File: src/rtl/host_cmd_master.sv
// host_cmd_master: host-side UART command frame initiator; serialises command frames to TX and collects response bytes from RX.
// Optional first-byte response timeout enabled by defining HOST_CMD_TIMEOUT_EN.
module host_cmd_master #(
  parameter int DATA_WIDTH     = 8,
  parameter int GAP_CYCLES     = 2048,
  parameter int TIMEOUT_CYCLES = 65535,
  parameter int CNT_WIDTH      = 16
) (
  input  logic                    CLK,
  input  logic                    RST,
  input  logic                    CMD_Valid,
  output logic                    CMD_Ready,
  input  logic [1:0]              CMD_Type,
  input  logic [DATA_WIDTH-1:0]   CMD_Addr,
  input  logic [DATA_WIDTH-1:0]   CMD_Data0,
  input  logic [DATA_WIDTH-1:0]   CMD_Data1,
  input  logic [3:0]              CMD_Fun,
  output logic [DATA_WIDTH-1:0]   TX_P_DATA,
  output logic                    TX_D_Valid,
  input  logic                    TX_Busy,
  input  logic [DATA_WIDTH-1:0]   RX_P_DATA,
  input  logic                    RX_D_Valid,
  output logic                    RSP_Valid,
  output logic [2*DATA_WIDTH-1:0] RSP_Data,
  output logic [1:0]              RSP_Len,
  output logic                    RSP_Err
);
  typedef enum logic [2:0] {IDLE, LOAD, SEND, WAIT_BUSY, WAIT_DONE, RSP1, RSP2, DONE} state_t;
  localparam logic [CNT_WIDTH-1:0] CNT_SAT = CNT_WIDTH'(GAP_CYCLES > TIMEOUT_CYCLES ? GAP_CYCLES : TIMEOUT_CYCLES);
  state_t state_q, state_d;
  logic [DATA_WIDTH-1:0] frame_q [4];
  logic [DATA_WIDTH-1:0] frame_d [4];
  logic [1:0] idx_q, idx_d, type_q, type_d;
  logic [2:0] flen_q, flen_d;
  logic [CNT_WIDTH-1:0] cnt_q, cnt_d;
  logic [DATA_WIDTH-1:0] b1_q, b1_d, b2_q, b2_d;
  logic [2*DATA_WIDTH-1:0] rsp_data_q, rsp_data_d;
  logic [1:0] rsp_len_q, rsp_len_d;
  logic accept, last, gap_hit;
  logic [DATA_WIDTH-1:0] fun_b;
  assign accept  = CMD_Valid && state_q == IDLE;
  assign last    = {1'b0, idx_q} == flen_q - 3'd1;
  assign gap_hit = cnt_q == CNT_WIDTH'(GAP_CYCLES - 1);
  assign fun_b   = {{(DATA_WIDTH-4){1'b0}}, CMD_Fun};
`ifdef HOST_CMD_TIMEOUT_EN
  logic rsp_err_q, rsp_err_d, to_hit;
  assign to_hit  = cnt_q == CNT_WIDTH'(TIMEOUT_CYCLES - 1);
  assign RSP_Err = rsp_err_q;
`else
  assign RSP_Err = 1'b0;
`endif
  always_ff @(posedge CLK or negedge RST) begin
    if (!RST) begin
      state_q    <= IDLE;
      frame_q    <= '{default: '0};
      idx_q      <= '0;
      type_q     <= '0;
      flen_q     <= '0;
      cnt_q      <= '0;
      b1_q       <= '0;
      b2_q       <= '0;
      rsp_data_q <= '0;
      rsp_len_q  <= '0;
`ifdef HOST_CMD_TIMEOUT_EN
      rsp_err_q  <= 1'b0;
`endif
    end else begin
      state_q    <= state_d;
      frame_q    <= frame_d;
      idx_q      <= idx_d;
      type_q     <= type_d;
      flen_q     <= flen_d;
      cnt_q      <= cnt_d;
      b1_q       <= b1_d;
      b2_q       <= b2_d;
      rsp_data_q <= rsp_data_d;
      rsp_len_q  <= rsp_len_d;
`ifdef HOST_CMD_TIMEOUT_EN
      rsp_err_q  <= rsp_err_d;
`endif
    end
  end
  always_comb begin
    state_d = state_q;
    case (state_q)
      IDLE:      if (accept) state_d = LOAD;
      LOAD:      if (!TX_Busy) state_d = SEND;
      SEND:      state_d = WAIT_BUSY;
      WAIT_BUSY: if (TX_Busy) state_d = WAIT_DONE;
      WAIT_DONE: if (!TX_Busy) state_d = !last ? SEND : type_q == 2'b00 ? DONE : RSP1;
`ifdef HOST_CMD_TIMEOUT_EN
      RSP1:      if (RX_D_Valid) state_d = type_q == 2'b01 ? DONE : RSP2;
                 else if (to_hit) state_d = DONE;
`else
      RSP1:      if (RX_D_Valid) state_d = type_q == 2'b01 ? DONE : RSP2;
`endif
      RSP2:      if (RX_D_Valid || gap_hit) state_d = DONE;
      DONE:      state_d = IDLE;
    endcase
  end
  // Frame bytes are built on accept; unused slots are never transmitted.
  always_comb begin
    frame_d    = frame_q;
    type_d     = type_q;
    flen_d     = flen_q;
    idx_d      = idx_q;
    b1_d       = b1_q;
    b2_d       = b2_q;
    rsp_data_d = rsp_data_q;
    rsp_len_d  = rsp_len_q;
`ifdef HOST_CMD_TIMEOUT_EN
    rsp_err_d  = rsp_err_q;
`endif
    if (accept) begin
      type_d     = CMD_Type;
      flen_d     = CMD_Type == 2'b10 ? 3'd4 : CMD_Type == 2'b00 ? 3'd3 : 3'd2;
      idx_d      = '0;
      b1_d       = '0;
      b2_d       = '0;
      frame_d[0] = CMD_Type == 2'b00 ? DATA_WIDTH'(8'hAA) : CMD_Type == 2'b01 ? DATA_WIDTH'(8'hBB) :
                   CMD_Type == 2'b10 ? DATA_WIDTH'(8'hCC) : DATA_WIDTH'(8'hDD);
      frame_d[1] = CMD_Type[1] ? (CMD_Type[0] ? fun_b : CMD_Data0) : CMD_Addr;
      frame_d[2] = CMD_Type[1] ? CMD_Data1 : CMD_Data0;
      frame_d[3] = fun_b;
    end
    if (state_q == WAIT_DONE && !TX_Busy && !last) idx_d = idx_q + 2'd1;
    if (state_q == RSP1 && RX_D_Valid) b1_d = RX_P_DATA;
    if (state_q == RSP2 && RX_D_Valid) b2_d = RX_P_DATA;
    if (state_d == DONE) begin
      rsp_data_d = {b2_d, b1_d};
      rsp_len_d  = state_q == RSP2 ? (RX_D_Valid ? 2'd2 : 2'd1) : (state_q == RSP1 && RX_D_Valid) ? 2'd1 : 2'd0;
`ifdef HOST_CMD_TIMEOUT_EN
      rsp_err_d  = state_q == RSP1 && !RX_D_Valid;
`endif
    end
    cnt_d = state_d != state_q ? '0 : cnt_q == CNT_SAT ? cnt_q : cnt_q + 1'b1;
  end
  always_comb begin
    CMD_Ready  = state_q == IDLE;
    TX_D_Valid = state_q == SEND;
    TX_P_DATA  = state_q == SEND ? frame_q[idx_q] : '0;
    RSP_Valid  = state_q == DONE;
    RSP_Data   = rsp_data_q;
    RSP_Len    = rsp_len_q;
  end
endmodule

File: config.mk
export PLATFORM = sky130hd
export DESIGN_NAME = host_cmd_master
export DESIGN_NICKNAME = d
export VERILOG_FILES = /design/src/rtl/host_cmd_master.sv
export SDC_FILE = /design/constraint.sdc
export NUM_CORES = 1
export LEC_CHECK = 0
export BUFFER_PORTS_ARGS = -buffer_cell sky130_fd_sc_hd__buf_2
export CAP_MARGIN = 0
export CORE_MARGIN = 4
export CORE_UTILIZATION = 40
export CTS_BUF_LIST = sky130_fd_sc_hd__clkbuf_8
export CTS_CLUSTER_DIAMETER = 30
export DETAILED_ROUTE_END_ITERATION = 10
export GPL_TIMING_DRIVEN = 0
export SYNTH_ARGS = -nofsm -noshare
export SYNTH_HDL_FRONTEND = slang
export SYNTH_SLANG_ARGS = --single-unit
File: constraint.sdc
create_clock -name CLK -period 2.08 [get_ports CLK]
set_clock_uncertainty 0.1 [all_clocks]
set_input_delay 0.104 -clock CLK [delete_from_list [all_inputs] [get_ports CLK]]
set_output_delay 0.104 -clock CLK [all_outputs]
set_load 0.02 [all_outputs]
### Word level (Yosys, flattened, before mapping)

Cells that the tools add are included.

* muxes and demuxes: 33
* order comparisons: 1
* reductions and logical operators: 12
* add/subtract/negate cells: 3
* equality and inequality tests: 16
* bitwise logic cells: 1

Operators with widths (number)
* two-way mux 8 bit: 10
* two-way mux 16 bit: 2
* two-way mux 3 bit: 8
* case mux 3 bit (8 select lines): 1
* adder 16 x 1 -> 16 bit, second input constant: 1
* binary-select mux 8 bit (select 2 bit): 1
* equality test 16 x 11 -> 1 bit, second input constant: 1
* equality test 16 bit, second input constant: 1
* equality test 3 bit, second input constant: 5
* two-way mux 7 bit: 2
* two-way mux 2 bit: 5
* equality test 3 x 2 -> 1 bit, second input constant: 2
* logical AND 1 bit: 5
* two-way mux 5 bit: 1
* equality test 2 x 1 -> 1 bit, second input constant: 2
* logical NOT 2 bit: 2
* equality test 2 x 3 -> 1 bit: 1
* equality test 3 x 1 -> 1 bit, second input constant: 1
* greater-or-equal comparator 3 bit, second input constant: 1
* logical NOT 3 bit: 1
* two-way mux 1 bit: 3
* != test 3 bit: 1
* inverter 2 -> 3 bit: 1
* subtractor 3 x 1 -> 3 bit, second input constant: 1
* other kinds (6): 7

* output and inout port bits: 30
* logic and storage cells: 79
* flip-flop bits (word level): 88
* input bits: 43

### Depth between registers and ports, before layout

Gate-level depths: netlist (run 1).

* depth in word-level cells: 7
* depth in mapped cells: 9

### Worst setup path after synthesis (run 1)

Ideal clock, no wire load.

* path type: register to register
* start point: reg state_q[2]
* end point: reg cnt_q[9]
* stages on the path, launching flop included: 9
* data required time: 1.908 ns
* buffers on the path: 3
* library setup time: 0.072 ns
* setup slack: -0.271 ns
* data arrival time: 2.179 ns
* path through: dfrtp_1 buf_2 nor3_1 inv_1 o221a_2 or3_1 buf_6 buf_6 nor2_1

* cells in the longest elaborated chain, start to end: 6
* elaborated cells between the ends (all ways): 19
* those cells by class: eq/ne: 9; mux: 8; reduce/logical: 2

RTL lines
* start, declared: RTL line 30 `state_t state_q, state_d;`
* start signal, assigned: RTL line 68 `state_q <= state_d;`
* logical NOT 3 bit *
* named net CMD_Ready: RTL line 12 `output logic CMD_Ready,`
* logical AND 1 bit: RTL line 41 `assign accept = CMD_Valid && state_q == IDLE;`
* two-way mux 3 bit: RTL line 86 `IDLE: if (accept) state_d = LOAD;`
* case mux 3 bit (8 select lines) *: RTL line 85 `case (state_q)`
* != test 3 bit *: RTL line 136 `cnt_d = state_d != state_q ? '0 : cnt_q == CNT_SAT ? cnt_q : cnt_q + 1'b1;`
* != test 2 bit (no line) / two-way mux 16 bit (equally long branches)
* end signal, assigned: RTL line 73 `cnt_q <= cnt_d;`
* end, declared: RTL line 35 `logic [CNT_WIDTH-1:0] cnt_q, cnt_d;`

Mark *: on every way through the listed nets, which the timed path passes. The rest lies on a longest branch.
A chain may end at the register's enable or synchronous reset.

### Final worst setup path (run 1)

* start point: reg state_q[0]
* end point: reg rsp_data_q[12], in the netlist RSP_Data[12]

* cells in the longest elaborated chain, start to end: 5
* elaborated cells between the ends (all ways): 20
* those cells by class: eq/ne: 8; mux: 9; reduce/logical: 3

RTL lines
* logical NOT 3 bit: RTL line 41, 85
* logical AND 1 bit: RTL line 41
* two-way mux 3 bit: RTL line 86
* case mux 3 bit (8 select lines): RTL line 85
* equality test 3 bit: RTL line 129 `if (state_d == DONE) begin`
* end signal, assigned: RTL line 76 `rsp_data_q <= rsp_data_d;`
* end, declared: RTL line 37 `logic [2*DATA_WIDTH-1:0] rsp_data_q, rsp_data_d;`

Several ways; a longest one is shown, not always the timed one.

==> results of run 1 <==
==> registers in the layout, summed over array words and instances (netlist names) <==
name,count
frame_q,24
RSP_Data,16
cnt_q,16
b1_q,8
b2_q,8
flen_q,3
state_q,3
RSP_Len,2
idx_q,2
type_q,2
==> per-layer routing <==
metal | global-route usage | vias up | share of wire
li1 | - | 1700 | -
met1 | 0.2552 | 1696 | 0.45
met2 | 0.2955 | 88 | 0.49
met3 | 0.04077 | 11 | 0.052
met4 | 0.05277 | 0 | 0.012
met5 | 0 | - | 0
==> power by group through the flow <==
stage | Sequential (W) | Clock [W] | Combinational, W
floorplan | 0.00274 | 0 | 0.00188
detailed placement | 0.00262 | 0 | 0.00281
finish | 0.00259 | 0.00119 | 0.00377
CTS | 0.00260 | 0.00122 | 0.00349
global placement | 0.00260 | 0 | 0.00276
global route | 0.00267 | 0.00129 | 0.00410
==> logic make-up (layout without fill, tap and decap cells) <==
family	count (synthesis)	in the layout	share of synthesized area
buffers and inverters	34	169	0.04218
and+or+nand+nor	191	191	0.2118
xor gates and xnor gates	15	15	0.03141
adders and majority gates	2	2	0.005982
DFF	84	84	0.5025
muxes	42	42	0.1259
AOI/OAI and AO/OA	52	52	0.07927
other	1	1	0.0008965
==> cell type report <==
type	count	area [µm²]	area share
inverters	9	33.78	0.005881
well taps	136	170.2	0.02962
plain buffers	22	155.1	0.02701
repair buffers	122	937.1	0.1631
flip-flops and latches	84	2105	0.3664
multi-input cells	303	2141	0.3727
clock inverters	5	51.30	0.008931
clock buffers	11	151.4	0.02636
==> synthesized netlist by cell type (6+ instances only) <==
| master | n |
|---|---|
| a21oi_1 | 8 |
| clkbuf_1 | 16 |
| dfrtp_1 | 84 |
| inv_1 | 9 |
| mux2_2 | 9 |
| mux2_4 | 9 |
| mux2i_1 | 20 |
| nand2_1 | 86 |
| nand3_1 | 23 |
| nor2_1 | 36 |
| nor2b_1 | 8 |
| nor3_1 | 6 |
| o21ai_0 | 24 |
| xnor2_1 | 9 |
| xor2_1 | 6 |
==> critical path: stages (launching register included) <==
cell	delay, ps
dfrtp_2	420
buf_6	150
mux2_2	330
o21ai_0	180
o21ai_1	110
o311a_1	320
buf_6	140
buf_6	120
buf_12	130
mux2_4	290
==> repair_timing <==
item	CTS	global route
setup endpoints to repair	66	66
buffers inserted	11	8
cloned	2	0
endpoints found under the hold margin	66	0
hold buffers	34	0
gates resized for setup	47	28
pin swaps	21	7
==> metrics by stage <==
| stage | setup WS [ps] | hold WS, ps | setup TNS [ps] | instances |
|---|---|---|---|---|
| 2_1_floorplan | -89.26 | -291.6 | -1002 | 421 |
| 3_3_place_gp | -267.1 | 216.3 | -6202 | 625 |
| 3_5_place_dp | -299.4 | -11.09 | -7813 | 626 |
| 4_1_cts | -259.7 | 1.615 | -5949 | 686 |
| 5_1_grt | -355.2 | 34.79 | -9222 | 692 |
| 6_report | -317.9 | 13.07 | -6584 | 692 |
==> worst paths after layout <==
kind | from | cells past startpoint | to | slack [ps]
max | state_q[0] | 9 | RSP_Data[12] | -320
min | CMD_Data0[4] | 3 | frame_q[12] | 10
max reg2reg | state_q[0] | 9 | RSP_Data[12] | -320
min reg2reg | frame_q[17] | 2 | frame_q[17] | 380
max in group asynchronous | RST | 3 | RSP_Data[8] | 1130
min in group asynchronous | RST | 2 | frame_q[22] | 140
==> run metrics, run 1 <==
status=finished, violations left; failing checks=setup timing; sw power=0.002842 W; Max Transition Viols Final=0; Comb pwr share=0.499; final setup vio count=34; ANT cells=0; Leak=2.711 nW; Synth async-reset ratio=1.000; FF+latch count, synth=84; cts bufs inserted=9; Root Buffer=clkbuf_8; share of cells above drive strength 1=0.3273; Layout area overhead=37.33%; register share of total power=0.343; initial antenna violation count=0; WL/cell=15.28 µm; worst-path maximum fanout=9; H-tree Lvls=3; worst-margin pin slew=810.0 ps; Clock Power Share=0.158; vias=3495; IO Pins=73; area of the mapped netlist=4183 µm²; Hold Path Class=input pin to flop; Detailed Routing Iterations Pass 1=4; DR iter-0 viols=197; initial core utilization=0.4070; vias per cell=5.051; Avg Synthesized Cell Area=9.935 µm²; switching share of power=0.3764; Unique masters post-synth=48; hpwl dp=6929 µm; WP data required=2210 ps; CTS tree=done; Util after Layout=0.5589; final number of hold-violating endpoints=0; drt drc=0; period utilization=1.153; critical path class=flop to flop; # nets final=596; Die Ht=110.3 µm; # port buffers=68; routability cong.=0.8353; largest net degree at the start of global routing=53; yosys warns=0; vias in the first global route=3548; cell-internal power=0.004709 W; most frequent cells in the layout=nand2_1, dfrtp_1, buf_2; Num Clock Sinks=84; RSZ-0062 raised after global routing=yes; Reg clk slew, reported paths=80 ps; Max-slew headroom=0.4600; Tot Pwr=0.007551 W; Seq/Total Area, Yosys=0.5025; GR Overflow Total=0; post-route ant nets=0; Mapped Nets=466; Max-cap violations=0; number of synthesized flops with an enable pin=0; Max VDD drop=0.8516 mV; Synth top area share=0.5025; top cell type by total area after synthesis=dfrtp_1; die width=110.3 µm; CTS Buffer Depth=2; Filler cells=907; startpoint type of the worst setup path=flop; Synth Flop Type=dfrtp_1; Worst-Skew Late Latency=350 ps; total global-route track usage=0.1853; Synth Instances=421; die area=12160 µm²; Worst Setup Slack, final=-317.9 ps; Final Instance Area=5744 µm²; core area=10280 µm²; Pwr per Cell Area=1314 nW/µm²; fin crit period=2398 ps; Placement Cell Area=4738 µm²; crit path capture type=flop; first-pass GRT wire length=17480 µm; WP data arrival=2530 ps; f_max=417.0 MHz; commonest non-fill, non-tap cell in the layout=nand2_1; top post-synthesis cells by area=dfrtp_1, nand2_1, mux2i_1; placement row count=37; final WL=10580 µm
Power figures use the tool's default switching activity.
==> inputs of run 2 (changes only) <==
Settings changed: REMOVE_ABC_BUFFERS from default to 1.
==> run 2 against run 1 <==
The run still ends with setup timing left. Total power down 5.3%. Critical path depth down 3. Non-clock buffer count down 16. Clock power down 4%. Maximum frequency up 8.1%. Via count down 1.6%. Combinational power down 11%. Register-to-register slack better by 180 ps. Wire length down 5.5%. Core utilization down 1.8 points. Setup slack better by 180 ps. Critical endpoint is now RSP_Data[13]. Largest cell class unchanged.
==> run metrics, run 2 (synthesis gave the netlist of run 1 again) <==
Filler cells=973; Root Buffer=clkbuf_8; Max-slew headroom=0.5770; crit path capture type=flop; initial core utilization=0.4070; post-route ant nets=0; period utilization=1.066; total global-route track usage=0.1639; ANT cells=0; Num Clock Sinks=84; commonest non-fill, non-tap cell in the layout=nand2_1; Die Ht=110.3 µm; Util after Layout=0.5408; switching share of power=0.3914; Max Transition Viols Final=0; sw power=0.002800 W; Worst Setup Slack, final=-137.7 ps; die width=110.3 µm; worst-path maximum fanout=6; final number of hold-violating endpoints=0; Layout area overhead=32.87%; startpoint type of the worst setup path=flop; first-pass GRT wire length=15730 µm; final WL=9997 µm; Pwr per Cell Area=1287 nW/µm²; most frequent cells in the layout=nand2_1, dfrtp_1, buf_2; Reg clk slew, reported paths=100 ps; worst-margin pin slew=629.2 ps; DR iter-0 viols=194; max reg flops=24; f_max=450.9 MHz; register area=2111 µm²; Placement Cell Area=4598 µm²; hpwl dp=6007 µm; Clock Power Share=0.159; area of the multi-input gates=2118 µm²; largest net degree at the start of global routing=54; Leak=2.626 nW; vias=3438; r2r setup slk=-140 ps; vias per cell=5.078; Detailed Routing Iterations Pass 1=4; core area=10280 µm²; WL/cell=14.77 µm; CTS tree=done; Worst-Skew Late Latency=360 ps; # nets final=581; Max VDD drop=0.6045 mV; status=finished, violations left; RSZ-0062 raised after global routing=yes; die area=12160 µm²; final setup vio count=33; placement row count=37; WP data required=2240 ps; cell-internal power=0.004353 W; initial antenna violation count=0; vias in the first global route=3325; routability cong.=0.8633; CTS Buffer Depth=2; drt drc=0; largest register by flop count=frame_q; failing checks=setup timing; Max-cap violations=0; WP data arrival=2380 ps; H-tree Lvls=3; fin crit period=2218 ps; register share of total power=0.372; GR Overflow Total=0; Hold Path Class=input pin to flop; critical path class=flop to flop; cts bufs inserted=9; # port buffers=71; Tot Pwr=0.007152 W; Comb pwr share=0.468; Final Instance Area=5558 µm²; share of cells above drive strength 1=0.3198; IO Pins=73; hold slack=24.26 ps
run 2: cell types whose count changed in the layout (fill, tap and decap cells not counted), sizes merged:
cell / previous run / this run
bufinv: 1 / 0
buf: 97 / 92
or3: 4 / 5
clkbuf: 24 / 10
dlygate4sd3: 34 / 35
clkinv: 2 / 0
inv: 10 / 15
run 2: critical path, cell delays in order (launching register included):
cell and delay (ps):
dfrtp_2 460, or4b_4 490, o211ai_2 190, a211o_1 160
o311a_4 260, clkbuf_16 160, mux2_4 290
run 2: path summary, 6_finish.rpt:
path | end | depth (start not counted) | startpoint
max in group asynchronous | state_q[2] | 3 | RST
min reg2reg | frame_q[1] | 2 | frame_q[1]
max reg2reg | RSP_Data[13] | 6 | state_q[0]
min in group asynchronous | cnt_q[13] | 2 | RST
max | RSP_Data[13] | 6 | state_q[0]
min | frame_q[21] | 4 | CMD_Addr[5]
run 2: timing repair:
item / CTS / global route
hold buffers: 35 / 0
setup buffers: 10 / 10
cloned: 0 / 2
resized for setup: 18 / 37
endpoints found under the hold margin: 83 / 0
pin swaps: 5 / 10
setup endpoints to repair: 88 / 49
run 2: power groups by stage:
stage               registers, W  logic [W]  clock network [W]
floorplan                0.00281    0.00157                  0
global route             0.00273    0.00366            0.00125
global placement         0.00270    0.00239                  0
CTS                      0.00266    0.00284            0.00119
finish                   0.00266    0.00335            0.00114
detailed placement       0.00272    0.00243                  0
run 2: metrics by stage:
step	TNS [ps]	worst slack, ps	instances
floorplan	-37100	-748.5	396
global placement	-44270	-920.6	603
global route	-4956	-206.2	677
finish	-2925	-137.7	677
detailed placement	-26120	-916.3	604
CTS	-4086	-195.9	665
run 2: metal layers:
metal | vias to the layer above | part of all wire | track usage
li1 | 1670 | - | -
met1 | 1697 | 0.45 | 0.2056
met2 | 55 | 0.50 | 0.2773
met3 | 16 | 0.033 | 0.03902
met4 | 0 | 0.016 | 0.05629
met5 | - | 0 | 0
run 2: area by class of cell:
type,count,share of cell area
multi-input cells,304,0.3811
flip-flops and latches,84,0.3798
repair buffers,128,0.1684
well taps,136,0.03062
clock buffers,9,0.02229
clock inverters,7,0.01171
inverters,9,0.006078
